$ cat src/rtl/de_selector_1n_reg_pkg.sv
// Shared mode encoding for the registered 1-to-N de-selector.
package de_sel_pkg;

  localparam int MODE_HOLD_BIT = 0;
  localparam int MODE_SCAN_BIT = 1;

  localparam logic [1:0] MODE_DIRECT_CLEAR = 2'b00;
  localparam logic [1:0] MODE_DIRECT_HOLD  = 2'b01;
  localparam logic [1:0] MODE_SCAN_CLEAR   = 2'b10;
  localparam logic [1:0] MODE_SCAN_HOLD    = 2'b11;

  function automatic logic is_scan(input logic [1:0] mode);
    return mode[MODE_SCAN_BIT];
  endfunction

  function automatic logic is_hold(input logic [1:0] mode);
    return mode[MODE_HOLD_BIT];
  endfunction

endpackage

$ cat src/rtl/de_selector_1n_reg_if.sv
// Producer-side bus of the de-selector: routed word, select, mode and channel outputs.
interface de_selector_1n_reg_if #(
  parameter int N_OUT  = 4,
  parameter int DATA_W = 1,
  parameter int SEL_W  = $clog2(N_OUT)
);

  logic [DATA_W-1:0]       iC;
  logic                    iValid;
  logic [SEL_W-1:0]        iS;
  logic [1:0]              iMode;
  logic [N_OUT*DATA_W-1:0] oZ;
  logic [N_OUT-1:0]        oZValid;
  logic [SEL_W-1:0]        oSel;
  logic                    oErr;

  modport master (
    output iC, iValid, iS, iMode,
    input  oZ, oZValid, oSel, oErr
  );

  modport slave (
    input  iC, iValid, iS, iMode,
    output oZ, oZValid, oSel, oErr
  );

endinterface

$ cat src/rtl/de_selector_1n_reg_ptr.sv
// Mod-N_OUT wrap counter used as the scan-mode channel pointer.
module de_sel_ptr #(
  parameter int N_OUT = 4,
  parameter int SEL_W = $clog2(N_OUT)
) (
  input  logic             iClk,
  input  logic             iRst,
  input  logic             iClr,
  input  logic             iInc,
  output logic [SEL_W-1:0] oPtr
);

  localparam logic [SEL_W-1:0] LAST = SEL_W'(N_OUT - 1);

  logic [SEL_W-1:0] r_ptr;
  logic [SEL_W-1:0] w_ptr_next;

  // A clear coinciding with an increment means the word went to channel 0.
  always_comb begin
    w_ptr_next = r_ptr;
    if (iClr) begin
      w_ptr_next = iInc ? SEL_W'(1) : '0;
    end else if (iInc) begin
      w_ptr_next = (r_ptr == LAST) ? '0 : r_ptr + SEL_W'(1);
    end
  end

  always_ff @(posedge iClk) begin
    if (iRst) begin
      r_ptr <= '0;
    end else begin
      r_ptr <= w_ptr_next;
    end
  end

  assign oPtr = r_ptr;

endmodule

$ cat src/rtl/de_selector_1n_reg.sv
// Registered 1-to-N demultiplexer with direct/scan routing and clear/hold output policy.
module de_selector_1n_reg
  import de_sel_pkg::*;
#(
  parameter int N_OUT  = 4,
  parameter int DATA_W = 1,
  parameter int SEL_W  = $clog2(N_OUT)
) (
  input  logic                 iClk,
  input  logic                 iRst,
  de_selector_1n_reg_if.slave  bus
);

  localparam logic [SEL_W:0] N_LIM = (SEL_W + 1)'(N_OUT);

  logic             w_scan;
  logic             w_hold;
  logic             w_entry;
  logic             w_oor;
  logic             w_accept;
  logic [SEL_W-1:0] w_ptr;
  logic [SEL_W-1:0] w_target;
  logic [N_OUT-1:0] w_wr;

  logic             r_scan_prev;
  logic [N_OUT-1:0] r_zvalid;
  logic             r_err;

  assign w_scan   = is_scan(bus.iMode);
  assign w_hold   = is_hold(bus.iMode);
  assign w_entry  = w_scan & ~r_scan_prev;
  assign w_oor    = ~w_scan & ({1'b0, bus.iS} >= N_LIM);
  assign w_accept = bus.iValid & ~w_oor;

  // On the scan-entry edge the pointer is being cleared, so the word targets channel 0.
  assign w_target = w_scan ? (w_entry ? '0 : w_ptr) : bus.iS;
  assign bus.oSel = w_target;

  de_sel_ptr #(
    .N_OUT (N_OUT),
    .SEL_W (SEL_W)
  ) u_ptr (
    .iClk (iClk),
    .iRst (iRst),
    .iClr (w_entry),
    .iInc (bus.iValid & w_scan),
    .oPtr (w_ptr)
  );

  always_comb begin
    w_wr = '0;
    for (int k = 0; k < N_OUT; k++) begin
      if (w_accept && (w_target == SEL_W'(k))) begin
        w_wr[k] = 1'b1;
      end
    end
  end

  genvar gi;
  generate
    for (gi = 0; gi < N_OUT; gi++) begin : g_chan
      logic [DATA_W-1:0] r_z;

      always_ff @(posedge iClk) begin
        if (iRst) begin
          r_z <= '0;
        end else if (w_wr[gi]) begin
          r_z <= bus.iC;
        end else if (!w_hold) begin
          r_z <= '0;
        end
      end

      assign bus.oZ[gi*DATA_W +: DATA_W] = r_z;
    end
  endgenerate

  always_ff @(posedge iClk) begin
    if (iRst) begin
      r_zvalid    <= '0;
      r_err       <= 1'b0;
      r_scan_prev <= 1'b0;
    end else begin
      r_zvalid    <= w_wr;
      r_err       <= bus.iValid & w_oor;
      r_scan_prev <= w_scan;
    end
  end

  assign bus.oZValid = r_zvalid;
  assign bus.oErr    = r_err;

endmodule

$ cat src/flat_wrapper.sv
// flat-port wrapper written by rule: the top's interface ports become plain ports
module de_selector_1n_reg_flat import de_sel_pkg::*;
#(
  parameter int N_OUT  = 4,
  parameter int DATA_W = 1,
  parameter int SEL_W  = $clog2(N_OUT)
)
  (iClk, iRst, bus_iC, bus_iValid, bus_iS, bus_iMode, bus_oZ, bus_oZValid, bus_oSel, bus_oErr);
  de_selector_1n_reg_if #(.N_OUT(N_OUT), .DATA_W(DATA_W), .SEL_W(SEL_W)) bus_i ();
  input  logic iClk;
  input  logic iRst;
  input wire logic [$bits(bus_i.iC)-1:0] bus_iC;
  input wire logic [$bits(bus_i.iValid)-1:0] bus_iValid;
  input wire logic [$bits(bus_i.iS)-1:0] bus_iS;
  input wire logic [$bits(bus_i.iMode)-1:0] bus_iMode;
  output wire logic [$bits(bus_i.oZ)-1:0] bus_oZ;
  output wire logic [$bits(bus_i.oZValid)-1:0] bus_oZValid;
  output wire logic [$bits(bus_i.oSel)-1:0] bus_oSel;
  output wire logic [$bits(bus_i.oErr)-1:0] bus_oErr;
  assign bus_i.iC = bus_iC;
  assign bus_i.iValid = bus_iValid;
  assign bus_i.iS = bus_iS;
  assign bus_i.iMode = bus_iMode;
  assign bus_oZ = bus_i.oZ;
  assign bus_oZValid = bus_i.oZValid;
  assign bus_oSel = bus_i.oSel;
  assign bus_oErr = bus_i.oErr;
  de_selector_1n_reg #(.N_OUT(N_OUT), .DATA_W(DATA_W), .SEL_W(SEL_W)) u_core (.iClk(iClk), .iRst(iRst), .bus(bus_i));
endmodule
$ cat config.mk
export PLATFORM = sky130hd
export DESIGN_NAME = de_selector_1n_reg_flat
export DESIGN_NICKNAME = d
export VERILOG_FILES = /design/src/rtl/de_selector_1n_reg_pkg.sv /design/src/rtl/de_selector_1n_reg_if.sv /design/src/rtl/de_selector_1n_reg_ptr.sv /design/src/rtl/de_selector_1n_reg.sv /design/src/flat_wrapper.sv
export SDC_FILE = /design/constraint.sdc
export NUM_CORES = 1
export LEC_CHECK = 0
export ABC_AREA = 0
export CORE_AREA = 4 4 41 43
export CTS_CLUSTER_DIAMETER = 200
export CTS_CLUSTER_SIZE = 10
export DETAILED_ROUTE_END_ITERATION = 10
export DIE_AREA = 0 0 45 47
export PLACE_DENSITY = 0.82
export REMOVE_ABC_BUFFERS = 1
export SYNTH_ARGS = -nofsm -noshare
export SYNTH_HDL_FRONTEND = slang
export SYNTH_SLANG_ARGS = --single-unit
$ cat constraint.sdc
create_clock -name iClk -period 2.7 [get_ports iClk]
set_input_delay 0.54 -clock iClk [delete_from_list [all_inputs] [get_ports iClk]]
set_output_delay 0.54 -clock iClk [all_outputs]
set_load 0.1 [all_outputs]
### After elaboration in Yosys (flattened, before gate mapping)

Index checks and enable logic that the tools add are counted.
W data, S select, Z words.

| cells by class | value |
|---|---|
| eq/ne operators | 8 |
| divide/modulo/power cells | 0 |
| $lt $le $gt $ge | 0 |
| add/subtract/negate cells | 1 |
| $mul | 0 |
| reduce and logical (&&, ||, !) cells | 6 |
| shift operators | 0 |
| bitwise gates (word level) | 3 |
| mux-type cells | 15 |

Operators by type and width:

| kind | count |
|---|---|
| $mux W1 | 10 |
| $mux W2 | 5 |
| $ne A2 B1 Y1 const B | 4 |
| $eq A2 B2 Y1 const B | 3 |
| $logic_and A1 B1 Y1 | 4 |
| $add A2 B1 Y2 const B | 1 |
| $and A1 B1 Y1 | 2 |
| $eq A2 B1 Y1 const B | 1 |
| $logic_not A2 Y1 | 1 |
| $reduce_bool A2 Y1 | 1 |
| $not A1 Y1 | 1 |

| storage, ports and cells | value |
|---|---|
| logic and storage cells | 40 |
| latch bits | 0 |
| memories | 0 |
| RAM bits | 0 |
| output and inout port bits | 11 |
| register bits after elaboration | 11 |
| ROM bits | 0 |
| input port bits | 8 |

### Depth between registers and ports, before layout

Gate-level depths: netlist of the first run.

| logic depth | value |
|---|---|
| depth after elaboration | 8 |
| gate-level depth with buffers | 5 |
| gate-level depth less buffers | 5 |

### Modules after synthesis

From an unflattened synthesis of the first run, not the netlist that was laid out.

| second synthesis, totals | value |
|---|---|
| cells, all modules | 58 |
| area, all modules | 533.0 um^2 |

Modules (own cells, without submodules):

| module | instances | sequential area each (um^2) | area an instance (um^2) | cells each |
|---|---|---|---|---|
| de_selector_1n_reg | 1 | 180.2 | 430.4 | 49 |
| de_sel_ptr | 1 | 40.0 | 102.6 | 9 |

### Worst setup path after synthesis of the first run

No wires, ideal clock.

| timing path | value |
|---|---|
| path kind | input port to output port |
| start point | input bus_iS[1] |
| end point | output bus_oSel[1] |
| arrival | 1.539 ns |
| buffers on the path | 0 |
| data required time | 2.160 ns |
| setup slack | 0.621 ns |
| cell stages on the path | 2 |
| cells stage by stage | or2b_2 -> nand2_1 |

| between the ends | value |
|---|---|
| longest elaborated chain between the ends | 1 |

Ends and longest elaborated chain:

| what | RTL line | source |
|---|---|---|
| start, declared | flat_wrapper.sv:14 | `input wire logic [$bits(bus_i.iS)-1:0] bus_iS;` |
| $mux W2 | de_selector_1n_reg.sv:36 | `assign w_target = w_scan ? (w_entry ? '0 : w_ptr) : bus.iS;` |
| end, declared | flat_wrapper.sv:18 | `output wire logic [$bits(bus_i.oSel)-1:0] bus_oSel;` |

No other way between the ends.

### Worst setup path after layout of the first run

| timing path | value |
|---|---|
| start point | input bus_iMode[1] |
| end point | output bus_oSel[0] |

| between the ends | value |
|---|---|
| longest elaborated chain between the ends | 3 |

Ends and longest elaborated chain:

| what | RTL line | source |
|---|---|---|
| start, declared | flat_wrapper.sv:15 | `input wire logic [$bits(bus_i.iMode)-1:0] bus_iMode;` |
| $and A1 B1 Y1 | de_selector_1n_reg.sv:31 | `assign w_entry = w_scan & ~r_scan_prev;` |
| $mux W2 | de_selector_1n_reg.sv:36 |  |
| $mux W2 (*) | de_selector_1n_reg.sv:36 |  |

Every way passes the cells marked *; elsewhere a longest branch is shown, timed or not.

==> parameters.txt, run 1 <==
Parameter                              Value

Setup path
  CP Max Fanout ... 8
  Data required time at the worst endpoint ... 2.16 ns
  Startpoint Class ... input port
  Worst Path Class, Setup ... input port to output pin
  Arrival time worst endpoint ... 1.88 ns
  Critical path endpoint category ... output pin

Timing
  Hold WS ... 0.4917 ns
  Crit share post-route ... 0.8949
  Total setup violations reported at the end of the flow ... 0
  Worst-case setup margin in the final layout ... 0.2837 ns
  Total negative slack for setup checks ... 0 ns
  Final number of max-transition violations ... 0
  Highest achievable clock rate ... 413.9 MHz
  Minimum period implied by the final worst setup slack ... 2.416 ns
  Final hold violations ... 0
  Worst Skew ... 0.002667 ns
  Setup repair after global routing missed its margin ... false

Floorplan
  Number of top-level pins ... 19
  Std-Cell Core Area ... 1301 µm²
  Starting utilization of the core area ... 0.3913
  Die Width ... 45 µm
  Height of the die ... 47 µm
  Standard-cell rows ... 13
  Die outline area ... 2115 µm²

Finish
  Fill cell total of the finished layout ... 138
  Final layout net count ... 80
  Fraction of final layout cells sized beyond drive strength 1 ... 0.2857
  Area growth from synthesis to layout ... 34.15%
  Antenna fix cells ... 0

Yosys
  Cell taking the most area after synthesis ... sky130_fd_sc_hd__dfxtp_1
  Area fraction of the dominant cell type after synthesis ... 0.4324
  Proportion of synthesized chip area in sequential cells ... 0.4324
  Number of warning messages in the yosys log ... 0
  Count of flip-flops with a built-in enable after synthesis ... 0
  Cell types occupying the most area after synthesis ... sky130_fd_sc_hd__dfxtp_1, sky130_fd_sc_hd__buf_4, sky130_fd_sc_hd__mux2_1
  Number of distinct standard cells referenced by the synthesized netlist ... 24
  Avg Cell Area, Syn ... 9.259 µm²
  Gate count of the mapped netlist ... 55
  Synthesis-stage register bit count ... 11
  Post-synth design cell area ... 509.2 µm²
  Async set-or-reset flop fraction in the synthesized netlist ... 0
  Ys flop type ... sky130_fd_sc_hd__dfxtp_1

GRT
  Wire length of the first global-routing pass ... 1.552 mm
  GR Overflow Total ... 0
  Global router's overall resource usage ... 0.1039
  Initial antenna violation count ... 0
  Vias in the first global route ... 365
  Maximum number of pins on one net before global-route repair ... 13

CTS
  Clock Root Buffer ... sky130_fd_sc_hd__clkbuf_4
  Hold-fix buffers, CTS ... 0
  Post-CTS setup repair buffer count ... 0
  TritonCTS buffer count ... 3
  Clock edge transition at the registers on the reported setup and hold paths ... 0.07 ns
  Total number of clock tree sinks ... 11
  Maximum level of the CTS H-tree ... 1
  Deepest clock path buffer count ... 2
  Count of instances resized after the clock tree is built ... 0
  Clock Latency Late Sink ... 0.26 ns
  CTS tree ... built

Placed design
  Pre-CTS setup slack ... 0.2892 ns
  Post-DP HPWL ... 768.9 µm
  GPL Wtd Cong ... 0.7738
  Count of buffers from port buffering ... 17

Min path
  HP Class ... flip-flop to flip-flop

Pwr
  Worst vdd rail ir drop ... 0.2091 mV
  Total power density per cell area ... 537.6 nW/µm²
  Static Leak ... 0.2820 nW
  Final Total Pwr ... 0.3672 mW

Job
  Reported max-cap violation count ... 0

Outcome
  Result of the run ... finished clean

Routing
  First-pass DRT Iterations ... 4
  Via total after detailed routing ... 423
  Wire length after detailed routing ... 978 µm
  Number of antenna-violating nets in the routed design ... 0
  Vias per std cell ... 4.976
  Violation count after the first detailed-routing iteration ... 4
  Final routed DRC violation total ... 0
  Routed len/inst ... 11.51 µm
-- power breakdown --
| part | leakage [nW] | switching [mW] | internal [mW] | total, mW |
|---|---|---|---|---|
| combinational | 0.177 | 0.0610 | 0.0273 | 0.0883 |
| clock | 0.0150 | 0.0512 | 0.0571 | 0.108 |
| sequential | 0.0896 | 0.00349 | 0.167 | 0.171 |
| total | 0.282 | 0.116 | 0.252 | 0.367 |
-- cell usage after synthesis (2+ instances only) --
master / instances
sky130_fd_sc_hd__nor3_1: 4
sky130_fd_sc_hd__o211ai_1: 2
sky130_fd_sc_hd__nor2b_1: 3
sky130_fd_sc_hd__a21oi_1: 3
sky130_fd_sc_hd__buf_4: 5
sky130_fd_sc_hd__nand2_1: 4
sky130_fd_sc_hd__nor2_2: 2
sky130_fd_sc_hd__dfxtp_1: 11
sky130_fd_sc_hd__nand4_1: 2
sky130_fd_sc_hd__nor2_1: 3
sky130_fd_sc_hd__mux2_1: 2
sky130_fd_sc_hd__o21ai_0: 2
-- final timing paths --
check	start	slack, ns	depth (start not counted)	to
min	u_core.u_ptr.oPtr[1]	0.49	2	u_core.u_ptr.oPtr[1]
min reg2reg	u_core.u_ptr.oPtr[1]	0.49	2	u_core.u_ptr.oPtr[1]
max	bus_iMode[1]	0.28	5	bus_oSel[0]
max reg2reg	u_core.r_scan_prev	1.29	4	u_core.g_chan[2].r_z
-- routing by layer --
layer | vias to the layer above | share of wire | global-route usage
li1 | 219 | - | -
met1 | 181 | 0.43 | 0.1149
met2 | 21 | 0.45 | 0.1751
met3 | 2 | 0.10 | 0.02682
met4 | 0 | 0.017 | 0.07018
met5 | - | 0 | 0
-- logic make-up after synthesis --
group	count (synthesis)	synth area share
adders and majority gates	1	0.02457
other	1	0.007364
and+or+nand+nor	22	0.2555
buffers and inverters	8	0.09581
DFF	11	0.4324
muxes	2	0.04422
AOI/OAI and AO/OA	10	0.1400
-- through the flow --
stage | cell area, µm² | instances | utilization
floorplan | 467.9 | 49 | -
CTS | 683.2 | 85 | 0.5250
detailed placement | 656.9 | 81 | 0.5048
global route | 683.2 | 85 | 0.5250
finish | 683.2 | 85 | 0.5250
global placement | 656.9 | 81 | 0.5048
-- critical path: stages --
cell and delay (ns):
sky130_fd_sc_hd__clkdlybuf4s50_1 0.60, sky130_fd_sc_hd__nor2b_1 0.09, sky130_fd_sc_hd__a31oi_2 0.30, sky130_fd_sc_hd__inv_2 0.15, sky130_fd_sc_hd__buf_12 0.19
-- layout make-up --
class,count,area [µm²],share of cell area
timing repair buffer,17,170.2,0.2491
multi-input combinational,36,240.2,0.3516
tap,15,18.77,0.02747
inverter,2,7.507,0.01099
sequential,11,220.2,0.3223
clock buffer,4,26.28,0.03846
-- registers in the layout (all words and copies together) (netlist names) --
| name | count |
|---|---|
| u_core.u_ptr.oPtr | 2 |
| u_core.g_chan.r_z | 4 |
| u_core.bus.oZValid | 4 |
| u_core.r_scan_prev | 1 |
-- placed cells by master, fill, tap and decap left out, drive strengths merged, types with 2 or more instances in the layout --
cell | Yosys | layout
mux2 | 2 | 2
o211ai | 2 | 2
nand3 | 2 | 2
nand4 | 2 | 2
o21ai | 2 | 2
nand2 | 4 | 4
clkdlybuf4s50 | 0 | 7
nor2b | 3 | 3
nor3 | 4 | 4
a21oi | 3 | 3
dfxtp | 11 | 11
inv | 2 | 2
nor2 | 5 | 5
buf | 5 | 10
clkbuf | 1 | 4
No activity file was read; power rests on OpenSTA's default activity.
==> inputs of run 2 (changes only) <==
--- a/config.mk
+++ b/config.mk
@@ -5,9 +5,8 @@
 export SDC_FILE = /design/constraint.sdc
 export NUM_CORES = 1
 export LEC_CHECK = 0
-export ABC_AREA = 0
 export CORE_AREA = 4 4 41 43
-export CTS_CLUSTER_DIAMETER = 200
+export CTS_BUF_LIST = sky130_fd_sc_hd__clkbuf_4 sky130_fd_sc_hd__clkbuf_8 sky130_fd_sc_hd__clkbuf_16
 export CTS_CLUSTER_SIZE = 10
 export DETAILED_ROUTE_END_ITERATION = 10
 export DIE_AREA = 0 0 45 47
==> run 2 against run 1 <==
Maximum frequency is 0.13% higher; design area is 0.55% higher; largest cell class unchanged; via count is 0.95% higher; highest routed layer unchanged; clock skew hardly changed; non-clock buffer count stayed put; setup slack better by 0.0032 ns; critical path type unchanged; cell count stayed put; core utilization is 0.29 points higher; global-route usage is 0.32 points higher; first-iteration DRC count grew to 2.5 times the previous value.
==> parameters.txt, run 2 (synthesized netlist as in run 1, its figures left out) <==
Parameter                              Value

Finish
  Non-Filler Instances ... 85
  Final layout net count ... 80
  Fraction of final layout cells sized beyond drive strength 1 ... 0.3000
  Core Util, Final ... 0.5279
  Sequential cell area in the final layout ... 220.2 µm²
  Leading cell types in the layout, fill and taps excluded ... sky130_fd_sc_hd__dfxtp_1, sky130_fd_sc_hd__buf_4, sky130_fd_sc_hd__clkdlybuf4s50_1
  Area growth from synthesis to layout ... 34.89%
  Fill cell total of the finished layout ... 139
  Antenna fix cells ... 0
  Area of the multi-input gates ... 240.2 µm²
  Leading cell type in the layout, fill and taps excluded ... sky130_fd_sc_hd__dfxtp_1

Routing
  First-pass DRT Iterations ... 4
  Violation count after the first detailed-routing iteration ... 10
  Routed len/inst ... 11.62 µm
  Vias per std cell ... 5.024
  Via total after detailed routing ... 427
  Wire length after detailed routing ... 988 µm
  Final routed DRC violation total ... 0
  Number of antenna-violating nets in the routed design ... 0

Placed design
  Number of instances in the placed design ... 81
  Count of buffers from port buffering ... 17
  GPL Wtd Cong ... 0.7738
  Post-DP HPWL ... 768.9 µm

Min path
  Hold depth ... 2
  Hold Path Origin ... u_core.u_ptr.oPtr[1]
  Endpoint of the worst hold-timing path ... u_core.u_ptr.oPtr[1]
  HP Class ... flip-flop to flip-flop

Setup path
  CP Max Fanout ... 8
  Internal reg-to-reg setup slack ... 1.29 ns
  Beginning of the worst register-to-register path ... u_core.r_scan_prev
  Startpoint Class ... input port
  Worst Path Class, Setup ... input port to output pin
  Endpoint of the lowest-slack register-to-register path ... u_core.g_chan[2].r_z
  Data required time at the worst endpoint ... 2.16 ns
  Critical path endpoint category ... output pin
  Cells on worst reg2reg path ... 4
  Arrival time worst endpoint ... 1.87 ns

CTS
  CTS tree ... built
  Clock edge transition at the registers on the reported setup and hold paths ... 0.07 ns
  Hold-fix buffers, CTS ... 0
  Post-CTS setup repair buffer count ... 0
  Count of instances resized after the clock tree is built ... 0
  Deepest clock path buffer count ... 2
  TritonCTS buffer count ... 3
  Clock Latency Late Sink ... 0.26 ns
  Clock Root Buffer ... sky130_fd_sc_hd__clkbuf_4
  Total number of clock tree sinks ... 11
  Maximum level of the CTS H-tree ... 1

GRT
  Initial antenna violation count ... 0
  GR Overflow Total ... 0
  Maximum number of pins on one net before global-route repair ... 13
  Wire length of the first global-routing pass ... 1.600 mm
  Vias in the first global route ... 377
  Global router's overall resource usage ... 0.1071

Timing
  Crit share post-route ... 0.8938
  Total setup violations reported at the end of the flow ... 0
  Minimum period implied by the final worst setup slack ... 2.413 ns
  Total negative slack for setup checks ... 0 ns
  Final hold violations ... 0
  Highest achievable clock rate ... 414.4 MHz
  Worst Skew ... 0.003035 ns
  Setup repair after global routing missed its margin ... false
  Final number of max-transition violations ... 0
  Hold WS ... 0.4908 ns

Floorplan
  Std-Cell Core Area ... 1301 µm²
  Height of the die ... 47 µm
  Number of top-level pins ... 19
  Standard-cell rows ... 13
  Die outline area ... 2115 µm²
  Die Width ... 45 µm
  Starting utilization of the core area ... 0.3913

Pwr
  Total power density per cell area ... 549.7 nW/µm²
  Worst vdd rail ir drop ... 0.2091 mV
  Static Leak ... 0.2854 nW

Outcome
  Result of the run ... finished clean

Job
  Reported max-cap violation count ... 0
[run 2: cell types whose count changed in the layout (fill, tap and decap cells not counted)]
| cell | change |
|---|---|
| sky130_fd_sc_hd__clkbuf_4 | +1 |
| sky130_fd_sc_hd__clkbuf_1 | -1 |
[run 2: final cells by class]
type,instances,area share
clock buffer,4,0.04372
inverter,2,0.01093
multi-input combinational,36,0.3497
sequential,11,0.3206
tap,15,0.02732
timing repair buffer,17,0.2477
[run 2: report_power, final]
group	internal, mW	leakage, nW	total [mW]	switching [mW]
Combinational	0.0273	0.177	0.0884	0.0611
Sequential	0.167	0.0896	0.171	0.00350
Clock	0.0672	0.0184	0.119	0.0514
[run 2: per-layer routing]
layer | vias up | wire length, µm | global-route usage
met3 | 2 | 101 | 0.02682
li1 | 219 | - | -
met2 | 21 | 456 | 0.1836
met4 | 0 | 17 | 0.07018
met1 | 185 | 413 | 0.1172
met5 | - | 0 | 0
[run 2: worst max path at each step]
stage	from	to	slack, ns	depth (start not counted)
2_1_floorplan	bus_iS[1]	bus_oSel[1]	0.62	2
3_3_place_gp	bus_iMode[1]	bus_oSel[0]	0.34	5
3_5_place_dp	bus_iMode[1]	bus_oSel[0]	0.29	5
4_1_cts	bus_iMode[1]	bus_oSel[0]	0.28	5
5_1_grt	bus_iMode[1]	bus_oSel[0]	0.19	5
6_report	bus_iMode[1]	bus_oSel[0]	0.29	5
[run 2: per-stage QoR]
stage / instance area, µm² / setup WS [ns] / total power [mW]
2_1_floorplan: 467.9 / 0.6212 / 0.2313
3_3_place_gp: 656.9 / 0.3431 / 0.2618
3_5_place_dp: 656.9 / 0.2892 / 0.2627
4_1_cts: 686.9 / 0.2785 / 0.3796
5_1_grt: 686.9 / 0.1871 / 0.3919
6_report: 686.9 / 0.2869 / 0.3776
[run 2: worst max-delay path, cell delays in order]
cell                              delay [ns]
sky130_fd_sc_hd__clkdlybuf4s50_1        0.60
sky130_fd_sc_hd__nor2b_1                0.09
sky130_fd_sc_hd__a31oi_2                0.30
sky130_fd_sc_hd__inv_2                  0.15
sky130_fd_sc_hd__buf_12                 0.19
